## config.mk

```make
export PLATFORM = sky130hd
export DESIGN_NAME = adc_ctrl
export DESIGN_NICKNAME = d
export VERILOG_FILES = /design/src/rtl/adc_ctrl_pkg.sv /design/src/rtl/adc_sclk_gen.sv /design/src/rtl/adc_ctrl.sv
export SDC_FILE = /design/constraint.sdc
export NUM_CORES = 1
export LEC_CHECK = 0
export ABC_AREA = 1
export CELL_PAD_IN_SITES_DETAIL_PLACEMENT = 1
export CELL_PAD_IN_SITES_GLOBAL_PLACEMENT = 2
export CORE_UTILIZATION = 40
export DETAILED_ROUTE_END_ITERATION = 10
export PLACE_DENSITY = 0.86
export SYNTH_ARGS = -nofsm -noshare
export SYNTH_HDL_FRONTEND = slang
export SYNTH_SLANG_ARGS = --single-unit
```

## constraint.sdc

```tcl
create_clock -name clk -period 5.24 [get_ports clk]
set_input_delay 1.048 -clock clk [delete_from_list [all_inputs] [get_ports clk]]
set_output_delay 1.048 -clock clk [all_outputs]
set_load 0.02 [all_outputs]
```

## src/rtl/adc_ctrl_pkg.sv

```systemverilog
// Shared definitions for the adc_ctrl serial ADC sequencer: FSM state encoding
// and the counter width helper.
package adc_ctrl_pkg;

  typedef enum logic [1:0] {
    IDLE = 2'd0,
    CONV = 2'd1,
    DONE = 2'd2,
    WAIT = 2'd3
  } state_t;

  // Bits needed to hold the values 0..n-1 (at least one bit).
  function automatic int cnt_w(input int n);
    int w;
    w = 1;
    while ((1 << w) < n) w++;
    return w;
  endfunction

endpackage

```

## src/rtl/adc_sclk_gen.sv

```systemverilog
// Serial clock generator for adc_ctrl: phase counter plus registered sclk,
// with single-cycle pulses marking the sample point and the end of each bit.
module adc_sclk_gen
  import adc_ctrl_pkg::*;
#(
  parameter int DIV = 4
) (
  input  logic clk,
  input  logic rst,
  input  logic start,
  input  logic en,
  input  logic last,
  output logic sclk,
  output logic rise,
  output logic bit_end
);

  localparam int PW = cnt_w(2 * DIV);
  localparam logic [PW-1:0] PH_RISE = PW'(DIV - 1);
  localparam logic [PW-1:0] PH_END  = PW'(2 * DIV - 1);

  logic [PW-1:0] phase;

  assign rise    = en && (phase == PH_RISE);
  assign bit_end = en && (phase == PH_END);

  // sclk falls at the start of every bit and returns high only after the last one
  always_ff @(posedge clk or posedge rst) begin
    if (rst) begin
      phase <= '0;
      sclk  <= 1'b1;
    end else if (start) begin
      phase <= '0;
      sclk  <= 1'b0;
    end else if (bit_end) begin
      phase <= '0;
      sclk  <= last;
    end else if (en) begin
      phase <= phase + 1'b1;
      if (phase == PH_RISE) sclk <= 1'b1;
    end
  end

endmodule

```

## src/rtl/adc_ctrl.sv

```systemverilog
// Periodic sequencer for a 12-bit serial ADC: drives cs_n/sclk, shifts in each
// frame and strobes done with the new sample. Optional macro ADC_CTRL_AVG_EN
// averages four conversions per output.
module adc_ctrl
  import adc_ctrl_pkg::*;
#(
  parameter int R      = 12,
  parameter int NBITS  = 16,
  parameter int DIV    = 4,
  parameter int PERIOD = 5000
) (
  input  logic         clk,
  input  logic         rst,
  input  logic         start_en,
  input  logic         sdata,
  output logic         cs_n,
  output logic         sclk,
  output logic [R-1:0] sample,
  output logic         done,
  output logic         busy
);

  localparam int FRAME = NBITS * 2 * DIV;
  localparam bit B2B   = (PERIOD - 1) <= (FRAME + 1);
  localparam int BW    = cnt_w(NBITS);
  localparam int PCW   = cnt_w(PERIOD);

  state_t         state;
  logic [BW-1:0]  bit_cnt;
  logic [PCW-1:0] pcnt;
  logic [R-1:0]   sreg;
  logic           start, conv, last, rise, bit_end, frame_end;

  assign conv      = (state == CONV);
  assign last      = (bit_cnt == BW'(NBITS - 1));
  assign frame_end = bit_end && last;

  always_comb begin
    start = 1'b0;
    case (state)
      IDLE:    start = start_en;
      DONE:    start = start_en && B2B;
      WAIT:    start = start_en && (pcnt == PCW'(PERIOD - 1));
      default: start = 1'b0;
    endcase
  end

  adc_sclk_gen #(.DIV(DIV)) u_sclk (
    .clk     (clk),
    .rst     (rst),
    .start   (start),
    .en      (conv),
    .last    (last),
    .sclk    (sclk),
    .rise    (rise),
    .bit_end (bit_end)
  );

  // Only the final R bits shifted in survive, which drops the leading zeros.
  always_ff @(posedge clk) begin
    if (rise) sreg <= {sreg[R-2:0], sdata};
  end

`ifdef ADC_CTRL_AVG_EN
  logic [R+1:0] acc;
  logic [1:0]   acnt;
  logic [R+1:0] acc_sum;
  logic         enter_idle;

  assign acc_sum    = acc + {2'b00, sreg};
  assign enter_idle = !start_en && (state == DONE || state == WAIT);

  always_ff @(posedge clk or posedge rst) begin
    if (rst) begin
      acc  <= '0;
      acnt <= '0;
    end else if (enter_idle) begin
      acc  <= '0;
      acnt <= '0;
    end else if (frame_end) begin
      acc  <= (acnt == 2'd3) ? '0 : acc_sum;
      acnt <= acnt + 1'b1;
    end
  end
`endif

  always_ff @(posedge clk or posedge rst) begin
    if (rst) begin
      state   <= IDLE;
      cs_n    <= 1'b1;
      busy    <= 1'b0;
      done    <= 1'b0;
      sample  <= '0;
      bit_cnt <= '0;
      pcnt    <= '0;
    end else begin
      done <= 1'b0;
      if (pcnt != PCW'(PERIOD - 1)) pcnt <= pcnt + 1'b1;
      if (start) begin
        state   <= CONV;
        cs_n    <= 1'b0;
        busy    <= 1'b1;
        pcnt    <= '0;
        bit_cnt <= '0;
      end else begin
        case (state)
          CONV: begin
            if (frame_end) begin
              state   <= DONE;
              cs_n    <= 1'b1;
              busy    <= 1'b0;
              bit_cnt <= '0;
`ifdef ADC_CTRL_AVG_EN
              if (acnt == 2'd3) begin
                sample <= acc_sum[R+1:2];
                done   <= 1'b1;
              end
`else
              sample <= sreg;
              done   <= 1'b1;
`endif
            end else if (bit_end) begin
              bit_cnt <= bit_cnt + 1'b1;
            end
          end
          DONE:    state <= start_en ? WAIT : IDLE;
          WAIT:    if (!start_en) state <= IDLE;
          default: ;
        endcase
      end
    end
  end

endmodule

```

* Yosys cells after proc, flatten, opt, wreduce, memory -nomap -nowiden
Index checks and enable logic that the tools add are counted.
** Storage, ports and cells
- Bits in writable memories :: 0
- Bits in latches :: 0
- Memories kept :: 0
- Output and inout bits :: 16
- Bits in read-only memories :: 0
- Logic and storage cells :: 69
- Flip-flop bits (word level) :: 50
- Input bits :: 4
** Operators by class
- $add $sub $neg :: 3
- Equal/unequal tests :: 10
- Bitwise gates (word level) :: 1
- Multiplexer cells :: 28
- $lt $le $gt $ge :: 0
- Shift operators :: 0
- Divide/modulo/power cells :: 0
- Reductions and logical operators :: 17
- Multiply operators :: 0
** Operators with widths (number)
- two-way mux 13 bit :: 2
- two-way mux 4 bit :: 4
- adder 13 x 1 -> 13 bit (second input constant) :: 1
- == test 13 bit (second input constant) :: 1
- two-way mux 1 bit :: 13
- inequality test 13 bit (second input constant) :: 1
- two-way mux 3 bit :: 3
- nonzero test 3 bit :: 3
- two-way mux 2 bit :: 4
- inequality test 3 bit (second input constant) :: 2
- case mux 2 bit (3 select lines) :: 1
- AND reduction 2 bit :: 3
- AND reduction 3 bit :: 2
- nonzero test 2 bit :: 3
- adder 4 x 1 -> 4 bit (second input constant) :: 1
- == test 2 bit (second input constant) :: 2
- == test 4 bit (second input constant) :: 1
- logical AND 1 bit :: 4
- nonzero test 4 bit :: 1
- adder 3 x 1 -> 3 bit (second input constant) :: 1
- == test 3 x 2 -> 1 bit (second input constant) :: 1
- == test 3 bit (second input constant) :: 1
- == test 2 x 1 -> 1 bit (second input constant) :: 1
- logical NOT 2 bit :: 1
- 2 further kinds :: 2

* Longest topological paths before layout
Gate-level depths: netlist (run 1).
- Depth after elaboration :: 6
- Depth in mapped cells :: 12
- Gate-level depth less buffers :: 12

* By module
Synthesis (run 1) repeated with hierarchy kept, for this count alone.
** Unflattened totals
- Cell total of the unflattened synthesis :: 228
- Area total of the unflattened synthesis :: 2369.8 um2
** By module, submodules not included
- adc_ctrl :: area an instance 2104.5 um2, sequential area each 1212.4 um2, instances 1, cells an instance 196
- adc_sclk_gen :: area an instance 265.3 um2, sequential area each 101.3 um2, instances 1, cells an instance 32

* Worst setup path before layout (run 1)
OpenSTA, ideal clock, no wires.
- Kind :: reg2reg
- Start point :: register u_sclk.phase[0]
- End point :: register sample[0]
- Required time :: 5.115 ns
- Path slack :: 3.481 ns
- Arrival time :: 1.634 ns
- Cell stages (with the launch flop) :: 10
- Period minus slack after synthesis :: 1.759 ns
- Library setup time :: 0.125 ns
- Buffers on the path :: 1
- Path through :: dfrtp_1 -> ha_1 -> ha_1 -> nand2_2 -> nor3_4 -> nand2_2 -> clkinv_2 -> nand2_4 -> buf_6 -> mux2_4
** Between the ends
- Longest elaborated chain between the ends :: 4
** Ends and longest elaborated chain
- from (decl) :: line adc_sclk_gen.sv:22 : logic [PW-1:0] phase;
- from (signal assigned) :: line adc_sclk_gen.sv:39 : phase <= phase + 1'b1;
- == test 3 bit :: line adc_sclk_gen.sv:25 : assign bit_end = en && (phase == PH_END);
- logical AND 1 bit :: line adc_sclk_gen.sv:25
- logical AND 1 bit :: line adc_ctrl.sv:36 : assign frame_end = bit_end && last;
- AND reduction 3 bit (no source line)
- to (signal assigned) :: line adc_ctrl.sv:119 : sample <= sreg;
- to (decl) :: line adc_ctrl.sv:18 : output logic [R-1:0] sample,
No other way between the ends.
A chain may end at the register's enable or synchronous reset.

* Worst setup path after layout (run 1)
- Start point :: register cs_n
- End point :: output port cs_n
** RTL lines
- from (decl) :: line adc_ctrl.sv:16 : output logic cs_n,
- from (signal assigned) :: line adc_ctrl.sv:90 : cs_n <= 1'b1;
- from (signal assigned) :: line adc_ctrl.sv:101 : cs_n <= 1'b0;
- from (signal assigned) :: line adc_ctrl.sv:110 : cs_n <= 1'b1;
No word-level cell between the ends.

==> impl_metrics.tcl, run 1 <==
set metrics [dict create \
    h-tree-depth 2 \
    hpwl_um 3200 \
    cts_tree "done" \
    fillers 611 \
    start_util_pct 41.7 \
    layout_common_cells "nand2_1 (36), dfrtp_1 (36), inv_1 (26), nor2_1 (19), clkdlybuf4s50_1 (19)" \
    die_x_um 77.8 \
    dieArea_um2 6050 \
    vdd_drop_max_mv 0.215 \
    cts_resized 0 \
    synth-edff-count 12 \
    slowest_stage "clkdlybuf4s50_1" \
    cts.sink_count 50 \
    synth_area_um2 2300 \
    critical_path.cell_chain "clkdlybuf4s50_1" \
    dr.first_iter.drc_count 46 \
    p_leak_nw 1.31 \
    fin_crit_sh_pct 47.8 \
    fmax_ghz 0.400 \
    grt_antenna_before_repair 0 \
    async_reset_ff_share_pct 76.0 \
    path_class "reg -> out" \
    worstPathRequired_ns 4.19 \
    drive_gt1_share_pct 12.9 \
    seq_area_frac_synth_pct 57.2 \
    grtUsageTotal_pct 17.0 \
    grt_max_degree 39 \
    post_cts_buffers 0 \
    ys_types 29 \
    routedWlPerCell_um 14.7 \
    core_area_um2 5510 \
    slew_violations 0 \
    clk_root_buffer_cell "clkbuf_8" \
    worst_setup_path_start_kind "flop" \
    grt_pass1_vias 1616 \
    grt.overflow.total 0 \
    hp-class "reg -> reg" \
    finalHoldViolations 0 \
    antennaDiodeCount 0 \
    via_count 1500 \
    drcViolationCount 0 \
    dp.cells 304 \
    gp_congestion 0.692 \
    ioPinCount 20 \
    max_stage_delay_ns 0.61 \
    path_max_fanout 2 \
    portBuffers 19 \
    synth-main-ff-cell "dfrtp_1" \
    max_slew_margin_pct 65.8 \
    synth.avg_cell_area_um2 10.7 \
    yosysWarnings 0 \
    clk_latency_ns 0.31 \
    netlist_instances 215 \
    area_growth_pct 16.6 \
    nNetsFinal 253 \
    rows 27 \
    p_per_area_nw_per_um2 382 \
    cts_hold_buf 0 \
    antenna_left 0 \
    max-clock-path-buffers 2 \
    run_status "finished, final reports clean" \
    grt_pass1_wl_um 7880 \
    rsz0062_at_grt "no" \
    skew_ns 0.00920 \
    fin_crit_ns 2.50 \
    finalWorstSetupSlack_ns 2.74 \
    worst_pin_slew_ns 0.512 \
    final_cells 312 \
    worst-path-buf-inv 1 \
    die_h_um 77.8 \
    routed_via_density 4.81 \
    dp_slack_ns 2.44 \
    worstPathArrival_ns 1.45 \
    syn_nets 229 \
    ys_ff_latch 50 \
    wirelength_um 4600 \
    drt_pass1_iterations 4 \
    crit_family "buffers and inverters" \
    cp-end-kind "primary output" \
    numCtsBuffers 5 \
    drv_cap 0 \
    setup_tns_ns 0 \
    cts.clk_slew.worst_paths_ns 0.09 \
    setup_viol 0 \
]
## flip-flops by register name (all words and copies together) (netlist names)
register      count
pcnt             13
sample           12
sreg             12
bit_cnt           4
u_sclk.phase      3
state             2
busy              1
cs_n              1
done              1
u_sclk.sclk       1
## area by class of cell
class	count	area [um2]	share of cell area, %
Tap cell	72	90.1	3.36
Clock inverter	3	47.5	1.78
Sequential cell	50	1310	49.1
Inverter	27	103	3.83
Multi-Input combinational cell	135	857	32.0
Clock buffer	5	68.8	2.57
Timing Repair Buffer	20	198	7.38
## layer usage
layer	wire (um)	up-vias	global-route usage [%]
li1	-	747	-
met1	2190	729	22.5
met2	2240	19	27.8
met3	112	5	3.76
met4	58	0	5.28
met5	0	-	0
## metrics by stage
stage                     hold WS (ns)  total power [mW]  area, um2  utilization [%]
after floorplan                  0.422             0.683       2300                -
after global placement           0.424             0.742       2560             46.5
after detailed placement         0.436             0.756       2560             46.5
after CTS                        0.461              1.04       2680             48.6
after global routing             0.465              1.09       2680             48.6
final                            0.465              1.02       2680             48.6
## kinds of logic (layout without fill, tap and decap cells)
kind of cell / count (synthesis) / count (layout) / share of synthesized area, %
xor+xnor: 5 / 5 / 1.91
mux: 12 / 12 / 7.52
compound gates: 21 / 21 / 4.90
simple gates: 87 / 87 / 17.5
buf+inv: 30 / 55 / 5.50
fa+ha+maj: 10 / 10 / 5.45
flops: 50 / 50 / 57.2
## power breakdown
part           switching [mW]  internal (mW)  total (mW)
combinational           0.156         0.0905       0.247
clock                   0.137          0.146       0.282
sequential             0.0477          0.447       0.494
## cell usage after synthesis (3+ instances only)
library cell,instances,share of area [%]
inv_1,26,4.2
o21ai_0,8,1.7
mux2_4,10,6.5
edfxtp_1,12,16
nand2_2,3,0.82
ha_1,10,5.4
nor2_1,19,3.1
dfrtp_1,36,39
xor2_1,3,1.1
nand3_1,15,3.3
a21oi_1,10,2.2
nor3_1,4,0.87
nand2_1,36,5.9
nand4_1,4,1.1
## worst paths after layout
path,endpoint,from,slack [ns],cells after the start
worst max-delay path,cs_n,cs_n,2.74,1
worst min-delay path,sreg[7],sreg[6],0.46,0
worst max register to register,state[1],pcnt[0],3.13,12
worst min register to register,sreg[7],sreg[6],0.46,0
max in group asynchronous,cs_n,rst,3.72,3
min in group asynchronous,pcnt[3],rst,1.16,3
(Power assumes the default switching activity.)
==> run 2: changes to the inputs <==
--- a/config.mk
+++ b/config.mk
@@ -8,9 +8,9 @@
 export ABC_AREA = 1
 export CELL_PAD_IN_SITES_DETAIL_PLACEMENT = 1
 export CELL_PAD_IN_SITES_GLOBAL_PLACEMENT = 2
-export CORE_UTILIZATION = 40
+export CORE_UTILIZATION = 37
 export DETAILED_ROUTE_END_ITERATION = 10
-export PLACE_DENSITY = 0.86
+export PLACE_DENSITY = 0.81
 export SYNTH_ARGS = -nofsm -noshare
 export SYNTH_HDL_FRONTEND = slang
 export SYNTH_SLANG_ARGS = --single-unit
==> constraint.sdc (replaced) <==
create_clock -name clk -period 2.5 [get_ports clk]
set_input_delay 0.5 -clock clk [delete_from_list [all_inputs] [get_ports clk]]
set_output_delay 0.5 -clock clk [all_outputs]
set_load 0.02 [all_outputs]
==> run 2 against run 1 <==
  * Die area up 7.9%
  * Critical path depth unchanged
  * Wire length down 2.6%
  * Via count up 1.0%
  * Register-to-register slack worse by 2.6 ns
  * Critical path type unchanged
  * Critical endpoint unchanged
  * Utilization down 3.6 points
==> impl_metrics.tcl, run 2 (synthesis gave the netlist of run 1 again) <==
set metrics [dict create \
    rows 28 \
    area_growth_pct 16.8 \
    max-clock-path-buffers 2 \
    vdd_drop_max_mv 0.362 \
    ioPinCount 20 \
    cp-end-kind "primary output" \
    slew_violations 0 \
    drt_pass1_iterations 4 \
    path_max_fanout 2 \
    slowest_stage "clkdlybuf4s50_1" \
    numCtsBuffers 5 \
    cts_hold_buf 0 \
    cts_tree "done" \
    rsz0062_at_grt "no" \
    setup_viol 0 \
    worstPathRequired_ns 2.00 \
    die_h_um 80.8 \
    grt_pass1_wl_um 7530 \
    hp-class "reg -> reg" \
    critical_path.cell_chain "clkdlybuf4s50_1" \
    grt_max_degree 39 \
    grtUsageTotal_pct 15.6 \
    wirelength_um 4480 \
    layout_common_cells "nand2_1 (36), dfrtp_1 (36), inv_1 (26), nor2_1 (19), clkdlybuf4s50_1 (19)" \
    via_count 1515 \
    hpwl_um 3100 \
    antennaDiodeCount 0 \
    worst_pin_slew_ns 0.522 \
    top_regs "pcnt (13), sample (12), sreg (12)" \
    fin_crit_sh_pct 78.1 \
    nNetsFinal 254 \
    worst_setup_path_start_kind "flop" \
    cts_resized 0 \
    routedWlPerCell_um 14.2 \
    dr.first_iter.drc_count 99 \
    design_area_um2 2680 \
    core_area_um2 5960 \
    antenna_left 0 \
    drive_gt1_share_pct 12.9 \
    finalHoldViolations 0 \
    max_stage_delay_ns 0.61 \
    drv_cap 0 \
    p_leak_nw 1.31 \
    grt_pass1_vias 1533 \
    portBuffers 19 \
    run_status "finished, final reports clean" \
    worstPathArrival_ns 1.45 \
    regMostFlops "pcnt" \
    post_cts_buffers 0 \
    dpl-instance-area_um2 2570 \
    largest_register_ffs 13 \
    grt_antenna_before_repair 0 \
    skew_ns 0.00887 \
    clk_root_buffer_cell "clkbuf_8" \
    p_per_area_nw_per_um2 799 \
    gp_congestion 0.722 \
    drcViolationCount 0 \
    die_x_um 80.8 \
    cts.sink_count 50 \
    whs_ns 0.458 \
    max_slew_margin_pct 65.2 \
    grt.overflow.total 0 \
    h-tree-depth 2 \
    routed_via_density 4.79 \
    start_util_pct 38.6 \
    clk_latency_ns 0.31 \
    worst-path-buf-inv 1 \
    cts.clk_slew.worst_paths_ns 0.09 \
    fin_crit_ns 1.95 \
    dieArea_um2 6530 \
    fmax_ghz 0.512 \
    setup_tns_ns 0 \
    crit_family "buffers and inverters" \
    path_class "reg -> out" \
]
## run 2: final timing paths
check	end	start	slack (ns)	cells past startpoint
worst max-delay path	cs_n	cs_n	0.55	1
worst min-delay path	sreg[5]	sreg[4]	0.46	0
worst max register to register	state[1]	pcnt[0]	0.58	12
worst min register to register	sreg[5]	sreg[4]	0.46	0
max in group asynchronous	u_sclk.sclk	rst	1.51	3
min in group asynchronous	pcnt[3]	rst	0.60	3
## run 2: stage by stage
| stage | utilization [%] | cells | setup WS (ns) | total power [mW] |
|---|---|---|---|---|
| 2_1_floorplan | - | 215 | 0.741 | 1.43 |
| 3_3_place_gp | 43.2 | 308 | 0.468 | 1.58 |
| 3_5_place_dp | 43.2 | 308 | 0.455 | 1.60 |
| 4_1_cts | 45.0 | 316 | 0.523 | 2.18 |
| 5_1_grt | 45.0 | 316 | 0.367 | 2.31 |
| 6_report | 45.0 | 316 | 0.548 | 2.14 |
## run 2: power breakdown
part | internal, mW | leakage [nW] | switching [mW] | total (mW)
sequential | 0.936 | 0.613 | 0.0939 | 1.03
combinational | 0.201 | 0.644 | 0.335 | 0.536
clock | 0.299 | 0.0514 | 0.277 | 0.576
## run 2: routing by layer
metal / global-route usage [%] / vias to the layer above / wire length (um)
li1: - / 755 / -
met1: 20.8 / 741 / 2260
met2: 24.5 / 13 / 2080
met3: 3.03 / 6 / 81
met4: 6.96 / 0 / 61
met5: 0 / - / 0
## run 2: final cells by class
type | instances | area, um2
flip-flops and latches | 50 | 1310
fillers | 695 | 3270
clock buffers | 6 | 72.6
well taps | 75 | 93.8
repair buffers | 21 | 205
inverters | 27 | 103
multi-input cells | 135 | 857
clock inverters | 2 | 37.5
